**src/rtl/parking_gate_arbiter.sv**
```systemverilog
// Barrier-gate arbiter shared by the entry and exit lanes of a parking lot.
// Round-robin lane arbitration, lowest-free-slot allocation, timed gate/full windows.
module parking_gate_arbiter #(
    parameter int unsigned SLOTS       = 4,
    parameter int unsigned OPEN_CYCLES = 30,
    parameter int unsigned FULL_CYCLES = 30,
    localparam int unsigned SW = $clog2(SLOTS),
    localparam int unsigned CW = $clog2(SLOTS + 1)
) (
    input  logic             clk_i,
    input  logic             reset_i,
    input  logic             entry_req_i,
    input  logic             exit_req_i,
    input  logic [SW-1:0]    exit_slot_i,
    output logic             entry_ack_o,
    output logic             entry_nack_o,
    output logic             exit_ack_o,
    output logic             err_exit_o,
    output logic [SW-1:0]    grant_slot_o,
    output logic             gate_open_o,
    output logic             full_flag_o,
    output logic [SLOTS-1:0] occupancy_o,
    output logic [CW-1:0]    free_count_o,
    output logic             busy_o
);

    localparam int unsigned MAXW = (OPEN_CYCLES > FULL_CYCLES) ? OPEN_CYCLES : FULL_CYCLES;
    localparam int unsigned TW   = $clog2(MAXW + 1);

    typedef enum logic [1:0] {
        ST_IDLE   = 2'd0,
        ST_OPEN   = 2'd1,
        ST_REJECT = 2'd2
    } state_e;

    state_e           state_q, state_d;
    logic [TW-1:0]    timer_q, timer_d;
    logic [SLOTS-1:0] occ_q, occ_d;
    logic [CW-1:0]    free_q, free_d;
    logic [SW-1:0]    grant_q, grant_d;
    logic             last_exit_q, last_exit_d;
    logic             entry_ack_q, entry_ack_d;
    logic             entry_nack_q, entry_nack_d;
    logic             exit_ack_q, exit_ack_d;
    logic             err_exit_q, err_exit_d;
    logic             gate_q, gate_d;
    logic             full_q, full_d;
    logic             busy_q, busy_d;

    logic             entry_v_s, exit_v_s;
    logic             entry_wins_s, exit_wins_s;
    logic             lot_full_s;

    function automatic logic [SW-1:0] lowest_free(input logic [SLOTS-1:0] occ);
        logic [SW-1:0] idx;
        idx = '0;
        for (int i = SLOTS - 1; i >= 0; i--) begin
            if (!occ[i]) begin
                idx = SW'(i);
            end
        end
        return idx;
    endfunction

    // A request still held during its own ack cycle is the one just served, not a new one.
    assign entry_v_s    = entry_req_i & ~entry_ack_q & ~entry_nack_q;
    assign exit_v_s     = exit_req_i & ~exit_ack_q;
    assign lot_full_s   = (free_q == CW'(0));
    assign entry_wins_s = entry_v_s & (~exit_v_s | (~lot_full_s & last_exit_q));
    assign exit_wins_s  = exit_v_s & ~entry_wins_s;

    // Next-state, occupancy bookkeeping and registered-output decode.
    always_comb begin
        state_d      = state_q;
        timer_d      = timer_q;
        occ_d        = occ_q;
        free_d       = free_q;
        grant_d      = grant_q;
        last_exit_d  = last_exit_q;
        entry_ack_d  = 1'b0;
        entry_nack_d = 1'b0;
        exit_ack_d   = 1'b0;
        err_exit_d   = 1'b0;
        gate_d       = 1'b0;
        full_d       = 1'b0;
        busy_d       = 1'b0;

        case (state_q)
            ST_IDLE: begin
                if (entry_wins_s) begin
                    last_exit_d = 1'b0;
                    if (!lot_full_s) begin
                        grant_d                     = lowest_free(occ_q);
                        occ_d[lowest_free(occ_q)]   = 1'b1;
                        free_d                      = free_q - CW'(1);
                        entry_ack_d                 = 1'b1;
                        gate_d                      = 1'b1;
                        timer_d                     = TW'(OPEN_CYCLES - 1);
                        state_d                     = ST_OPEN;
                    end else begin
                        entry_nack_d = 1'b1;
                        full_d       = 1'b1;
                        timer_d      = TW'(FULL_CYCLES - 1);
                        state_d      = ST_REJECT;
                    end
                end else if (exit_wins_s) begin
                    last_exit_d = 1'b1;
                    exit_ack_d  = 1'b1;
                    if (occ_q[exit_slot_i]) begin
                        occ_d[exit_slot_i] = 1'b0;
                        grant_d            = exit_slot_i;
                        free_d             = free_q + CW'(1);
                        gate_d             = 1'b1;
                        timer_d            = TW'(OPEN_CYCLES - 1);
                        state_d            = ST_OPEN;
                    end else begin
                        err_exit_d = 1'b1;
                    end
                end else begin
                    state_d = ST_IDLE;
                end
            end
            ST_OPEN: begin
                if (timer_q == TW'(0)) begin
                    state_d = ST_IDLE;
                end else begin
                    timer_d = timer_q - TW'(1);
                    gate_d  = 1'b1;
                end
            end
            ST_REJECT: begin
                if (timer_q == TW'(0)) begin
                    state_d = ST_IDLE;
                end else begin
                    timer_d = timer_q - TW'(1);
                    full_d  = 1'b1;
                end
            end
            default: begin
                state_d = ST_IDLE;
                timer_d = TW'(0);
            end
        endcase

        busy_d = (state_d != ST_IDLE);
    end

    // State and output registers with synchronous reset.
    always_ff @(posedge clk_i) begin
        if (reset_i) begin
            state_q      <= ST_IDLE;
            timer_q      <= TW'(0);
            occ_q        <= '0;
            free_q       <= CW'(SLOTS);
            grant_q      <= '0;
            last_exit_q  <= 1'b1;
            entry_ack_q  <= 1'b0;
            entry_nack_q <= 1'b0;
            exit_ack_q   <= 1'b0;
            err_exit_q   <= 1'b0;
            gate_q       <= 1'b0;
            full_q       <= 1'b0;
            busy_q       <= 1'b0;
        end else begin
            state_q      <= state_d;
            timer_q      <= timer_d;
            occ_q        <= occ_d;
            free_q       <= free_d;
            grant_q      <= grant_d;
            last_exit_q  <= last_exit_d;
            entry_ack_q  <= entry_ack_d;
            entry_nack_q <= entry_nack_d;
            exit_ack_q   <= exit_ack_d;
            err_exit_q   <= err_exit_d;
            gate_q       <= gate_d;
            full_q       <= full_d;
            busy_q       <= busy_d;
        end
    end

    assign entry_ack_o  = entry_ack_q;
    assign entry_nack_o = entry_nack_q;
    assign exit_ack_o   = exit_ack_q;
    assign err_exit_o   = err_exit_q;
    assign grant_slot_o = grant_q;
    assign gate_open_o  = gate_q;
    assign full_flag_o  = full_q;
    assign occupancy_o  = occ_q;
    assign free_count_o = free_q;
    assign busy_o       = busy_q;

endmodule

```
**config.mk**
```make
export PLATFORM = sky130hd
export DESIGN_NAME = parking_gate_arbiter
export DESIGN_NICKNAME = d
export VERILOG_FILES = /design/src/rtl/parking_gate_arbiter.sv
export SDC_FILE = /design/constraint.sdc
export NUM_CORES = 1
export LEC_CHECK = 0
export ABC_AREA = 1
export CORE_ASPECT_RATIO = 0.6
export CORE_MARGIN = 2
export CORE_UTILIZATION = 26
export DETAILED_ROUTE_END_ITERATION = 8
export GPL_TIMING_DRIVEN = 0
export SLEW_MARGIN = 15
export SYNTH_ARGS = -nofsm -noshare
export SYNTH_HDL_FRONTEND = slang
export SYNTH_SLANG_ARGS = --single-unit
```
**constraint.sdc**
```tcl
create_clock -name clk_i -period 4 [get_ports clk_i]
set_input_delay 0.8 -clock clk_i [delete_from_list [all_inputs] [get_ports clk_i]]
set_output_delay 0.8 -clock clk_i [all_outputs]
set_load 0.005 [all_outputs]
```
==> results of run 1 <==
## final cells by class
cell class              instances  area share [%]
multi-input cells             148            44.9
flip-flops and latches         24            27.4
repair buffers                 20            11.4
inverters                      33            7.06
well taps                      66            4.71
clock buffers                   3            2.35
plain buffers                   5            2.21
## how the worst max path moves through the flow
stage                     start              end  depth (start not counted)
floorplan           entry_req_i  free_count_o[2]                          9
global placement    entry_req_i  free_count_o[2]                         10
detailed placement  entry_req_i  free_count_o[2]                         10
CTS                 entry_req_i  free_count_o[2]                         10
global route        entry_req_i  free_count_o[2]                         10
finish              entry_req_i  free_count_o[2]                         10
## per-layer routing
metal | global-route usage (%) | vias up | share of wire (%)
li1 | - | 705 | -
met1 | 19.0 | 531 | 57
met2 | 15.3 | 44 | 33
met3 | 3.63 | 2 | 8.5
met4 | 3.52 | 0 | 0.75
met5 | 0 | - | 0
## cell families after synthesis
kind of cell             after synthesis  share of synthesized area, %
AO/OA/AOI/OAI                         24                          9.71
flip-flops                            24                          33.6
XOR/XNOR                               1                         0.613
AND/OR/NAND/NOR                      116                          38.1
adder cells (fa/ha/maj)                7                          6.65
buffers and inverters                 38                          11.4
## synth_stat cells, types with 2 or more instances
library cell   n  area, sq um
nand3_1       13         65.1
buf_6          2         22.5
nor2_1        19         71.3
inv_2          5         18.8
inv_1         27          101
ha_1           6         75.1
o21ai_0        8         40.0
dfxtp_1       24          480
nand2_1       63          236
nand4_1        5         31.3
a21oi_1       11         55.1
nand2_2        3         18.8
nand3_2        4         40.0
nor2_2         2         12.5
nand2_4        2         22.5
## sequential cells by signal, indices dropped and copies added (netlist names), 2 cells and up
name          count
timer_q           5
grant_slot_o      2
free_count_o      3
occupancy_o       4
state_q           2
## tightest hold or removal path: stages, from the launching register on
cell,delay [ns]
dfxtp_1,0.32
nand2_1,0.06
a21oi_1,0.05
## power groups by stage
stage	sequential, mW	combinational [mW]	clock, mW
finish	0.313	0.390	0.143
global route	0.318	0.448	0.160
CTS	0.314	0.391	0.152
detailed placement	0.318	0.388	0
global placement	0.318	0.385	0
floorplan	0.316	0.270	0
==> key figures, run 1 <==
Place
  – Post-DP HPWL: 2580 um
  – Pre-CTS setup slack: 1.39 ns
  – DP Area: 1710 sq um
  – Post-Place Cells: 296
  – Gpl congestion: 0.851
  – Port buffer count: 20

Setup path
  – Register-to-Register Path Depth: 10
  – Crit path DAT: 2.48 ns
  – Top cell by count, worst path: nand2_1
  – CP Class: primary input to register
  – CP cell instances: clkdlybuf4s50_1 > nand2_1 > inv_1 > nand2_4 > buf_6 > fa_1 > nand3_1 > nand2_1 > nand2_1 > nand3_1
  – Critical Path RT: 4.15 ns
  – RR Startpoint: entry_nack_o
  – Crit end category: register
  – Buffers & Inverters on Critical Path: 3
  – CP Launch Type: primary input
  – Reg-to-reg slack, setup: 2.25 ns
  – Worst Path Max Fanout: 10
  – CP max stage delay: 0.46 ns
  – CP max stage cell: clkdlybuf4s50_1
  – Worst R2R End: free_count_o[2]
  – Kind of cell adding the most delay to the critical path: buffers and inverters

Die
  – I/O pins: 22
  – Die width: 99.7 um
  – FP Rows: 20
  – Core area: 5180 sq um
  – Initial Utilization: 27.6%
  – Die Y: 61.5 um
  – Die area: 6130 sq um

Clock tree
  – TritonCTS buffer count: 3
  – CTS H-tree depth: 1
  – Clock transition at path regs: 0.08 ns
  – CTS sink cnt: 24
  – Postcts setup bufs: 0
  – CTS tree: done
  – Latest clock arrival within the worst-skew pair: 0.27 ns
  – # hold bufs at CTS: 0
  – Clock buffer depth: 2
  – CTS resizes: 0
  – Root buffer cell: clkbuf_8

Finish
  – Post-route cell area: 1750 sq um
  – Commonest non-fill, non-tap cell in the layout: nand2_1
  – Storage element area: 480 sq um
  – Most frequent cells in the layout: 63 x nand2_1, 27 x inv_1, 24 x dfxtp_1
  – Final core occ: 33.9%
  – Fraction of layout cells with a size suffix above 1: 12.0%
  – Post-layout nets: 248
  – ANT cells: 0
  – Non-Filler Instances: 299
  – Fillers: 565
  – Multi-input gate area: 787 sq um
  – Area Growth Syn to Fin: 22.7%

Pwr
  – Seq pwr share: 36.9%
  – Clock network power share: 17.0%
  – Worst vdd rail ir drop: 0.000149 V
  – Lkg Pwr: 0.835 nW
  – Pwr Total: 0.846 mW
  – Switch share: 39.9%
  – Net Switching: 0.338 mW
  – P_int: 0.509 mW
  – Combinational group share of total power: 46.1%
  – Pwr dens: 483 nW/um^2

Timing
  – Least-Margin Pin Slew: 0.522 ns
  – Post-route minimum period: 2.33 ns
  – RSZ-0062 raised after global routing: no
  – Max-slew violation count: 0
  – Final Hold Viols: 0
  – Final Cycle Share: 58.3%
  – Clock skew: 0.00227 ns
  – Fin Hold WS: 0.471 ns
  – Slew margin rel.: 65.2%
  – Final Setup Violations: 0
  – Total Neg Setup Slack: 0 ns
  – Max Freq: 429 MHz
  – Setup slack after layout: 1.67 ns

Global routing
  – Initial antenna violation count: 0
  – GRT overflow: 0
  – Total GRT Usage: 12.1%
  – First-pass GRT wire length: 5690 um
  – Largest net degree at the start of global routing: 13
  – Vias in the first global route: 1200

Synthesis
  – Synth cell types: 31
  – FF+latch count, synth: 24
  – Synthesized Nets: 223
  – Avg Cell Area, Syn: 6.81 sq um
  – Synth Flop Type: dfxtp_1
  – Post-synth EDFFs: 0
  – Post-Synthesis Cell Area: 1430 sq um
  – Post-Syn Instances: 210
  – Syn. warnings: 0
  – Asr flop ratio synth: 0%
  – Sequential fraction of the synthesis area: 33.6%

Routing
  – Post-Route WL: 3340 um
  – DRC viols: 0
  – Routed WL per cell: 11.2 um
  – Final ANT Viol Nets: 0
  – Via count: 1282
  – DRT Pass-1 Iters: 4
  – Vias/cell: 4.29
  – Initial DRC Count: 109

Worst hold path
  – Hold depth: 2
  – Hold EP: grant_slot_o[1]
  – Worst hold start: grant_slot_o[1]
  – Hold crit path type: register to register

Job
  – Max Cap Violations: 0

Outcome
  – Status: complete, no violations
Note: power is estimated with default switching activity, not from simulation.
==> inputs of run 2 (changes only) <==
clock period = 2.2 ns   (was 4 ns; I/O delays follow)
==> results of run 2 <==
The final DEF is identical to that of run 1. Status: complete, no violations.
Main changes from that run: setup slack after placement 1.39 ns -> -0.0492 ns; setup slack after layout 1.67 ns -> 0.230 ns; register-to-register setup slack 2.25 ns -> 0.45 ns; total power 0.846 mW -> 1.54 mW; worst IR drop on VDD 0.000149 V -> 0.000271 V
==> inputs of run 3 (changes only) <==
CORE_ASPECT_RATIO = 1.75   (was 0.6)
CORE_MARGIN = 8   (was 2)
MAX_ROUTING_LAYER = met4   (was default)
==> key figures, run 3 (synthesis results as in run 1) <==
Timing
  – Final Hold Viols: 0
  – Final Cycle Share: 88.8%
  – Clock skew: 0.00555 ns
  – Post-route minimum period: 1.95 ns
  – Total Neg Setup Slack: 0 ns
  – Least-Margin Pin Slew: 0.509 ns
  – Final Setup Violations: 0
  – RSZ-0062 raised after global routing: no
  – Max-slew violation count: 0
  – Max Freq: 512 MHz
  – Slew margin rel.: 66.0%

Setup path
  – Kind of cell adding the most delay to the critical path: buffers and inverters
  – CP cell instances: clkdlybuf4s50_1 > nand2_1 > inv_1 > nand2_4 > buf_6 > fa_1 > nand3_1 > nand2_1 > nand2_1 > nand3_1
  – CP max stage cell: clkdlybuf4s50_1
  – CP Class: primary input to register
  – CP max stage delay: 0.45 ns
  – Buffers & Inverters on Critical Path: 3
  – Critical Path RT: 2.35 ns
  – Crit end category: register
  – Worst Path Max Fanout: 10
  – CP Launch Type: primary input
  – Top cell by count, worst path: nand2_1
  – Crit path DAT: 2.10 ns

Finish
  – Number of flip-flops in the largest register: 5
  – Top reg by flops: timer_q
  – ANT cells: 0
  – Post-layout nets: 248
  – Most frequent cells in the layout: 63 x nand2_1, 27 x inv_1, 24 x dfxtp_1
  – Area Growth Syn to Fin: 24.5%
  – Commonest non-fill, non-tap cell in the layout: nand2_1
  – Fraction of layout cells with a size suffix above 1: 12.4%
  – Final core occ: 32.7%

Pwr
  – Net Switching: 0.604 mW
  – Switch share: 38.6%
  – Pwr dens: 879 nW/um^2
  – Seq pwr share: 36.4%
  – Clock network power share: 19.1%
  – Lkg Pwr: 0.843 nW
  – Worst vdd rail ir drop: 0.000213 V
  – P_int: 0.962 mW
  – Combinational group share of total power: 44.5%
  – Pwr Total: 1.57 mW

Clock tree
  – CTS H-tree depth: 1
  – CTS sink cnt: 24
  – CTS tree: done
  – CTS resizes: 0
  – # hold bufs at CTS: 0
  – Clock buffer depth: 2
  – Clock transition at path regs: 0.09 ns
  – Postcts setup bufs: 0
  – TritonCTS buffer count: 3
  – Latest clock arrival within the worst-skew pair: 0.26 ns
  – Root buffer cell: clkbuf_8

Routing
  – Vias/cell: 4.41
  – DRT Pass-1 Iters: 5
  – Final ANT Viol Nets: 0
  – Routed WL per cell: 11.0 um
  – Post-Route WL: 3400 um
  – Initial DRC Count: 104
  – DRC viols: 0
  – Via count: 1366

Die
  – Die Y: 114 um
  – Die area: 8220 sq um
  – I/O pins: 22
  – FP Rows: 36
  – Initial Utilization: 26.2%
  – Core area: 5450 sq um
  – Die width: 72.1 um

Outcome
  – Status: complete, no violations

Global routing
  – Initial antenna violation count: 0
  – First-pass GRT wire length: 5730 um
  – GRT overflow: 0
  – Largest net degree at the start of global routing: 14
  – Total GRT Usage: 8.88%
  – Vias in the first global route: 1353

Worst hold path
  – Hold crit path type: register to register

Place
  – Gpl congestion: 0.850
  – Post-DP HPWL: 2770 um
  – Port buffer count: 20

Job
  – Max Cap Violations: 0
-- run 3: changes by cell type in the layout (fill, tap and decap cells not counted) --
cell	delta
clkbuf_8	+1
-- run 3: stage by stage --
stage	instances	worst slack, ns	hold slack (ns)	area (sq um)
2_1_floorplan	210	0.572	0.460	1430
3_3_place_gp	306	-0.0275	0.457	1730
3_5_place_dp	306	-0.0429	0.463	1730
4_1_cts	310	0.239	0.477	1780
5_1_grt	310	0.143	0.502	1780
6_report	310	0.246	0.469	1780
-- run 3: power by group through the flow --
stage / sequential, mW / clock (mW) / combinational (mW)
after floorplan: 0.575 / 0 / 0.490
after global placement: 0.578 / 0 / 0.700
after detailed placement: 0.581 / 0 / 0.706
after CTS: 0.570 / 0.316 / 0.709
after global routing: 0.580 / 0.325 / 0.796
final: 0.570 / 0.299 / 0.697
-- run 3: layout make-up --
cell class,count,area [sq um]
fill,597,3670
multi-input combinational,148,787
sequential,24,480
timing repair buffer,20,200
inverter,33,124
tap,76,95.1
clock buffer,4,55.1
buffer,5,38.8
-- run 3: worst register-to-register path, delay by kind of cell (launching register included) --
| kind | cells | cell delay (ns) |
|---|---|---|
| simple gates | 7 | 0.57 |
| buf+inv | 2 | 0.33 |
| fa+ha+maj | 1 | 0.38 |
| flops | 1 | 0.32 |
-- run 3: worst paths after layout --
path / startpoint / to / slack [ns] / cells after the start
worst max register to register: entry_nack_o / free_count_o[2] / 0.46 / 10
worst min-delay path: grant_slot_o[1] / grant_slot_o[1] / 0.47 / 2
worst min register to register: grant_slot_o[1] / grant_slot_o[1] / 0.47 / 2
worst max-delay path: entry_req_i / free_count_o[2] / 0.25 / 10
-- run 3: layer usage --
layer / part of all wire (%) / global-route usage, %
met3: 4.0 / 2.11
met1: 38 / 7.11
met5: 0 / -
met2: 55 / 17.3
met4: 2.9 / 5.21
